### src/rtl/alu_pkg.sv
// Shared definitions for the ALU flag stage: op encodings, flag bit
// positions and the default datapath width.
package alu_pkg;

  localparam int W_DEFAULT = 32;

  // Function code low bits as decoded by the upstream add/sub unit
  typedef enum logic [1:0] {
    OP_ADD = 2'b00,
    OP_SUB = 2'b01,
    OP_NEG = 2'b10,
    OP_INC = 2'b11
  } op_e;

  // Bit positions inside the packed {N,Z,C,O} flag nibble
  localparam int FLAG_N    = 3;
  localparam int FLAG_Z    = 2;
  localparam int FLAG_C    = 1;
  localparam int FLAG_O    = 0;
  localparam int NUM_FLAGS = 4;

  // Two's-complement overflow: both effective operands share a sign
  // and the result sign differs from it
  function automatic logic signedOverflow(input logic ea, input logic eb, input logic sMsb);
    return (ea == eb) && (sMsb != ea);
  endfunction

endpackage

### src/rtl/alu_flag_calc.sv
// Combinational N/Z/C/O flag generation from the add/sub unit's operands,
// function code, sum and carry-out.
module alu_flag_calc
  import alu_pkg::*;
#(
  parameter int W = W_DEFAULT
) (
  input  logic [W-1:0] i_a,
  input  logic [W-1:0] i_b,
  input  logic [3:0]   i_f,
  input  logic [W-1:0] i_s,
  input  logic         i_c_out,
  output logic         o_n,
  output logic         o_z,
  output logic         o_c,
  output logic         o_o
);

  op_e  w_op;
  logic w_ea;
  logic w_eb;
  logic w_unused;

  assign w_op = op_e'(i_f[1:0]);

  // Only the operand sign bits matter for overflow; f[3:2] is carried
  // through by the stage and never influences the flags
  assign w_unused = ^{i_a[W-2:0], i_b[W-2:0], i_f[3:2]};

  // Recreate the sign bits the adder actually saw: NEG/INC feed a zero
  // in place of a, SUB/NEG feed the inverted b
  always_comb begin
    w_ea = i_a[W-1];
    w_eb = i_b[W-1];
    case (w_op)
      OP_ADD: begin
        w_ea = i_a[W-1];
        w_eb = i_b[W-1];
      end
      OP_SUB: begin
        w_ea = i_a[W-1];
        w_eb = ~i_b[W-1];
      end
      OP_NEG: begin
        w_ea = 1'b0;
        w_eb = ~i_b[W-1];
      end
      OP_INC: begin
        w_ea = 1'b0;
        w_eb = i_b[W-1];
      end
      default: begin
        w_ea = i_a[W-1];
        w_eb = i_b[W-1];
      end
    endcase
  end

  assign o_n = i_s[W-1];
  assign o_z = (i_s == '0);
  assign o_c = i_c_out;
  assign o_o = signedOverflow(w_ea, w_eb, i_s[W-1]);

endmodule

### src/rtl/alu_flag_stage.sv
// Registered stage behind the add/sub unit: computes flags at the input,
// buffers {sum, function code, flags} in a 2-entry FIFO with valid/ready
// handshakes, and keeps a software-cleared sticky overflow bit.
module alu_flag_stage
  import alu_pkg::*;
#(
  parameter int W     = W_DEFAULT,
  parameter int DEPTH = 2
) (
  input  logic         clk,
  input  logic         rst,
  input  logic         in_valid,
  output logic         in_ready,
  input  logic [W-1:0] a,
  input  logic [W-1:0] b,
  input  logic [3:0]   f,
  input  logic [W-1:0] s,
  input  logic         c_out,
  output logic         out_valid,
  input  logic         out_ready,
  output logic [W-1:0] out_s,
  output logic [3:0]   out_f,
  output logic         out_n,
  output logic         out_z,
  output logic         out_c,
  output logic         out_o,
  output logic         sticky_o,
  input  logic         clr_sticky,
  output logic [1:0]   count
);

  localparam logic [1:0] FULL_COUNT = 2'(DEPTH);

  typedef struct packed {
    logic [W-1:0]           s;
    logic [3:0]             f;
    logic [NUM_FLAGS-1:0]   flags;
  } entry_t;

  entry_t     r_mem [0:1];
  logic       r_wrPtr;
  logic       r_rdPtr;
  logic [1:0] r_count;
  logic       r_sticky;

  logic       w_n;
  logic       w_z;
  logic       w_c;
  logic       w_o;
  logic       w_push;
  logic       w_pop;
  entry_t     w_newEntry;
  entry_t     w_head;

  alu_flag_calc #(.W(W)) u_calc (
    .i_a     (a),
    .i_b     (b),
    .i_f     (f),
    .i_s     (s),
    .i_c_out (c_out),
    .o_n     (w_n),
    .o_z     (w_z),
    .o_c     (w_c),
    .o_o     (w_o)
  );

  // in_ready depends only on the registered count, so there is no
  // combinational path from out_ready back to the upstream unit
  assign in_ready  = (r_count < FULL_COUNT);
  assign out_valid = (r_count != 2'd0);
  assign w_push    = in_valid && in_ready;
  assign w_pop     = out_valid && out_ready;

  assign w_newEntry.s                = s;
  assign w_newEntry.f                = f;
  assign w_newEntry.flags[FLAG_N]    = w_n;
  assign w_newEntry.flags[FLAG_Z]    = w_z;
  assign w_newEntry.flags[FLAG_C]    = w_c;
  assign w_newEntry.flags[FLAG_O]    = w_o;

  // Storage and 1-bit pointers; a push+pop at count=1 writes the other
  // slot and moves the read pointer onto it, so the new entry becomes head
  always_ff @(posedge clk or posedge rst) begin
    if (rst) begin
      r_mem[0] <= '0;
      r_mem[1] <= '0;
      r_wrPtr  <= 1'b0;
      r_rdPtr  <= 1'b0;
    end else begin
      if (w_push) begin
        r_mem[r_wrPtr] <= w_newEntry;
        r_wrPtr        <= ~r_wrPtr;
      end
      if (w_pop) begin
        r_rdPtr <= ~r_rdPtr;
      end
    end
  end

  // Occupancy tracking; simultaneous push and pop leaves it unchanged
  always_ff @(posedge clk or posedge rst) begin
    if (rst) begin
      r_count <= 2'd0;
    end else begin
      case ({w_push, w_pop})
        2'b10:   r_count <= r_count + 2'd1;
        2'b01:   r_count <= r_count - 2'd1;
        default: r_count <= r_count;
      endcase
    end
  end

  // Sticky overflow: clear wins over a same-cycle overflowing push
  always_ff @(posedge clk or posedge rst) begin
    if (rst) begin
      r_sticky <= 1'b0;
    end else if (clr_sticky) begin
      r_sticky <= 1'b0;
    end else if (w_push && w_o) begin
      r_sticky <= 1'b1;
    end
  end

  assign w_head   = r_mem[r_rdPtr];
  assign out_s    = w_head.s;
  assign out_f    = w_head.f;
  assign out_n    = w_head.flags[FLAG_N];
  assign out_z    = w_head.flags[FLAG_Z];
  assign out_c    = w_head.flags[FLAG_C];
  assign out_o    = w_head.flags[FLAG_O];
  assign sticky_o = r_sticky;
  assign count    = r_count;

endmodule

### config.mk
export PLATFORM = sky130hd
export DESIGN_NAME = alu_flag_stage
export DESIGN_NICKNAME = d
export VERILOG_FILES = /design/src/rtl/alu_pkg.sv /design/src/rtl/alu_flag_calc.sv /design/src/rtl/alu_flag_stage.sv
export SDC_FILE = /design/constraint.sdc
export NUM_CORES = 1
export LEC_CHECK = 0
export ABC_AREA = 1
export ABC_CLOCK_PERIOD_IN_PS = 5150
export CAP_MARGIN = 10
export CELL_PAD_IN_SITES_DETAIL_PLACEMENT = 0
export CELL_PAD_IN_SITES_GLOBAL_PLACEMENT = 2
export CORE_MARGIN = 10
export CORE_UTILIZATION = 25
export CTS_CLUSTER_SIZE = 40
export DETAILED_ROUTE_END_ITERATION = 7
export PLACE_DENSITY_LB_ADDON = 0.1
export REMOVE_ABC_BUFFERS = 1
export SYNTH_ARGS = -nofsm -noshare
export SYNTH_HDL_FRONTEND = slang
export SYNTH_SLANG_ARGS = --single-unit
### constraint.sdc
create_clock -name clk -period 5.15 [get_ports clk]
set_clock_uncertainty 0.1 [all_clocks]
set_input_delay 1.03 -clock clk [delete_from_list [all_inputs] [get_ports clk]]
set_output_delay 1.03 -clock clk [all_outputs]
set_load 0.005 [all_outputs]
==> flow_summary.json <==
{
  "status": "complete, no violations",
  "final_util_pct": 33.6,
  "fin_crit_ns": 3.28,
  "grt-ovfl-total": 0,
  "worst_pin_slew_ns": 0.981,
  "period_share_pct": 63.6,
  "firstDrtPassIters": 4,
  "r2r_slack_ns": 3.38,
  "tns_ns": 0,
  "diodes": 0,
  "synth.area.top_cells": "dfrtp_1 (54%), nand2_1 (21%), o21ai_0 (6.1%)",
  "irDropWorstVdd_uv": 268,
  "crit_arrival_ns": 2.15,
  "cp-end-kind": "output pin",
  "cts_hold_buf": 0,
  "multi_input_area_mm2": 0.00142,
  "areaGrowthSynthToFinish_pct": 32.5,
  "ioPinCount": 151,
  "die_area_mm2": 0.0207,
  "vias": 3156,
  "setup_viol": 0,
  "cts.repair.resized": 0,
  "numCtsBuffers": 9,
  "grt_pass1_wl_um": 17600,
  "yosysTopAreaCell": "dfrtp_1",
  "io_buffers": 88,
  "layout-drive-gt1-share_pct": 3.87,
  "cts_tree": "yes",
  "fp-row-count": 45,
  "relSlewSlack_pct": 34.6,
  "slew_violations": 0,
  "hpwl_um": 6800,
  "cts.htree.levels": 3,
  "fillCellCount": 1629,
  "grt_pass1_vias": 3335,
  "path_class": "flip-flop to output pin",
  "ant_nets": 0,
  "startpoint_type": "flip-flop",
  "syn_inst": 488,
  "grt_start_max_net_pins": 80,
  "crit_required_ns": 4.02,
  "postCtsSetupBuffers": 0,
  "synth-edff-count": 0,
  "maxCapViolations": 0,
  "first_iter_violations": 256,
  "rsz0062_at_grt": "false",
  "wl_um": 10800,
  "final_cells": 756,
  "antenna_found_initial": 0,
  "hold_path.class": "flip-flop to flip-flop",
  "power_density_mw_per_mm2": 586,
  "syn_area_mm2": 0.00383,
  "regArea_mm2": 0.00208,
  "routabilityCongestion": 0.694,
  "initial_core_util_pct": 25.4,
  "worst-path-max-fanout": 40,
  "clock-sinks": 83,
  "synth_sequential_area_ratio_pct": 54.3,
  "cts_root_buf": "clkbuf_16",
  "hold_viol_final": 0,
  "placed_cells": 741,
  "yosysWarnings": 0,
  "synth_cell_types": 21,
  "worst_slack_ns": 1.87,
  "yosysMostFrequentCell": "nand2_1",
  "avgSynthCellArea_um2": 7.84,
  "post-place-ws_ns": 2.16,
  "wire_per_inst_um": 14.2,
  "clockBufferDepth": 2,
  "fin_nets": 673,
  "drc": 0,
  "die_h_um": 144,
  "async_flop_share_pct": 100,
  "core_area_mm2": 0.0151,
  "clk_latency_ns": 0.34,
  "clkTransAtPathRegs_ns": 0.06,
  "yosys-top-cells-count": "nand2_1 (216), dfrtp_1 (83), inv_1 (49)",
  "grt_usage_pct": 11.0,
  "synth_seq_cells": 83,
  "fmaxAchievable_mhz": 305,
  "die_w_um": 144,
  "synth_top_area_share_pct": 54.3,
  "viasPerCell": 4.17,
  "synth_ff_type": "dfrtp_1",
  "power_leakage_nw": 2.55
}
[sequential cells by signal, summed over array words and instances, names as in the netlist]
name	flops
count	2
r_mem	78
r_rdPtr	1
r_wrPtr	1
sticky_o	1
[layout make-up]
class / count / area share (%)
Sequential cell: 83 / 41.0
Inverter: 49 / 3.65
Timing Repair Buffer: 90 / 17.7
Multi-Input combinational cell: 331 / 27.9
Clock buffer: 12 / 4.86
Tap cell: 188 / 4.64
Clock inverter: 3 / 0.296
[layer usage]
| layer | wire (µm) | GRT usage, % | vias to the layer above |
|---|---|---|---|
| met5 | 0 | 0 | - |
| met4 | 204 | 5.32 | 0 |
| met3 | 607 | 3.00 | 16 |
| met2 | 4880 | 17.1 | 60 |
| met1 | 5060 | 13.9 | 1436 |
| li1 | - | - | 1644 |
[metrics by stage]
step | hold WS (ns) | cell area, µm² | power, mW
2_1_floorplan | 0.349 | 3680 | 1.70
3_3_place_gp | 0.364 | 4810 | 2.41
3_5_place_dp | 0.374 | 4810 | 2.44
4_1_cts | 0.389 | 5070 | 3.05
5_1_grt | 0.404 | 5070 | 3.27
6_report | 0.382 | 5070 | 2.97
[cells in the final DEF, fill, tap and decap left out]
master	synthesis	final
nand2_1	216	216
clkdlybuf4s50_1	0	88
dfrtp_1	83	82
inv_1	49	47
o21ai_0	47	47
o21ai_1	30	30
nor2_1	21	21
clkbuf_16	0	9
nand3_1	4	4
clkinv_2	0	4
ha_1	3	3
nand2_4	2	2
a21oi_1	2	2
xor2_1	2	2
clkbuf_1	6	2
buf_4	1	2
nor2_4	1	1
xnor2_1	1	1
inv_2	0	1
or2_2	1	1
nand4_1	1	1
clkbuf_8	0	1
dfrtp_2	0	1
[worst max-delay path: stages (launching register included)]
cell	delay (ns)
dfrtp_2	0.40
inv_2	0.63
nand2_1	0.11
nand2_1	0.13
clkdlybuf4s50_1	0.51
[logic make-up after synthesis]
kind of cell | count (synthesis) | share of synthesized area (%)
simple gates | 246 | 25.0
flops | 83 | 54.3
compound gates | 79 | 10.3
buf+inv | 74 | 8.73
xor+xnor | 3 | 0.687
fa+ha+maj | 3 | 0.981
[path summary, 6_finish.rpt]
kind / cells after the start / from / to
worst max-delay path: 4 / r_rdPtr$_DFFE_PP0P_ / out_s[4]
worst min-delay path: 2 / r_mem[55]$_DFFE_PP0P_ / r_mem[55]$_DFFE_PP0P_
worst max register to register: 7 / count[0]$_DFFE_PP0P_ / count[1]$_DFFE_PP0P_
worst min register to register: 2 / r_mem[55]$_DFFE_PP0P_ / r_mem[55]$_DFFE_PP0P_
max in group asynchronous: 3 / rst / r_mem[28]$_DFFE_PP0P_
min in group asynchronous: 2 / rst / r_mem[60]$_DFFE_PP0P_
[report_power, final]
part / total (mW) / leakage, nW / internal (mW) / switching [mW]
logic: 1.29 / 1.38 / 0.635 / 0.653
clock network: 0.585 / 0.132 / 0.335 / 0.250
registers: 1.10 / 1.04 / 0.947 / 0.152
(Power assumes the default switching activity.)
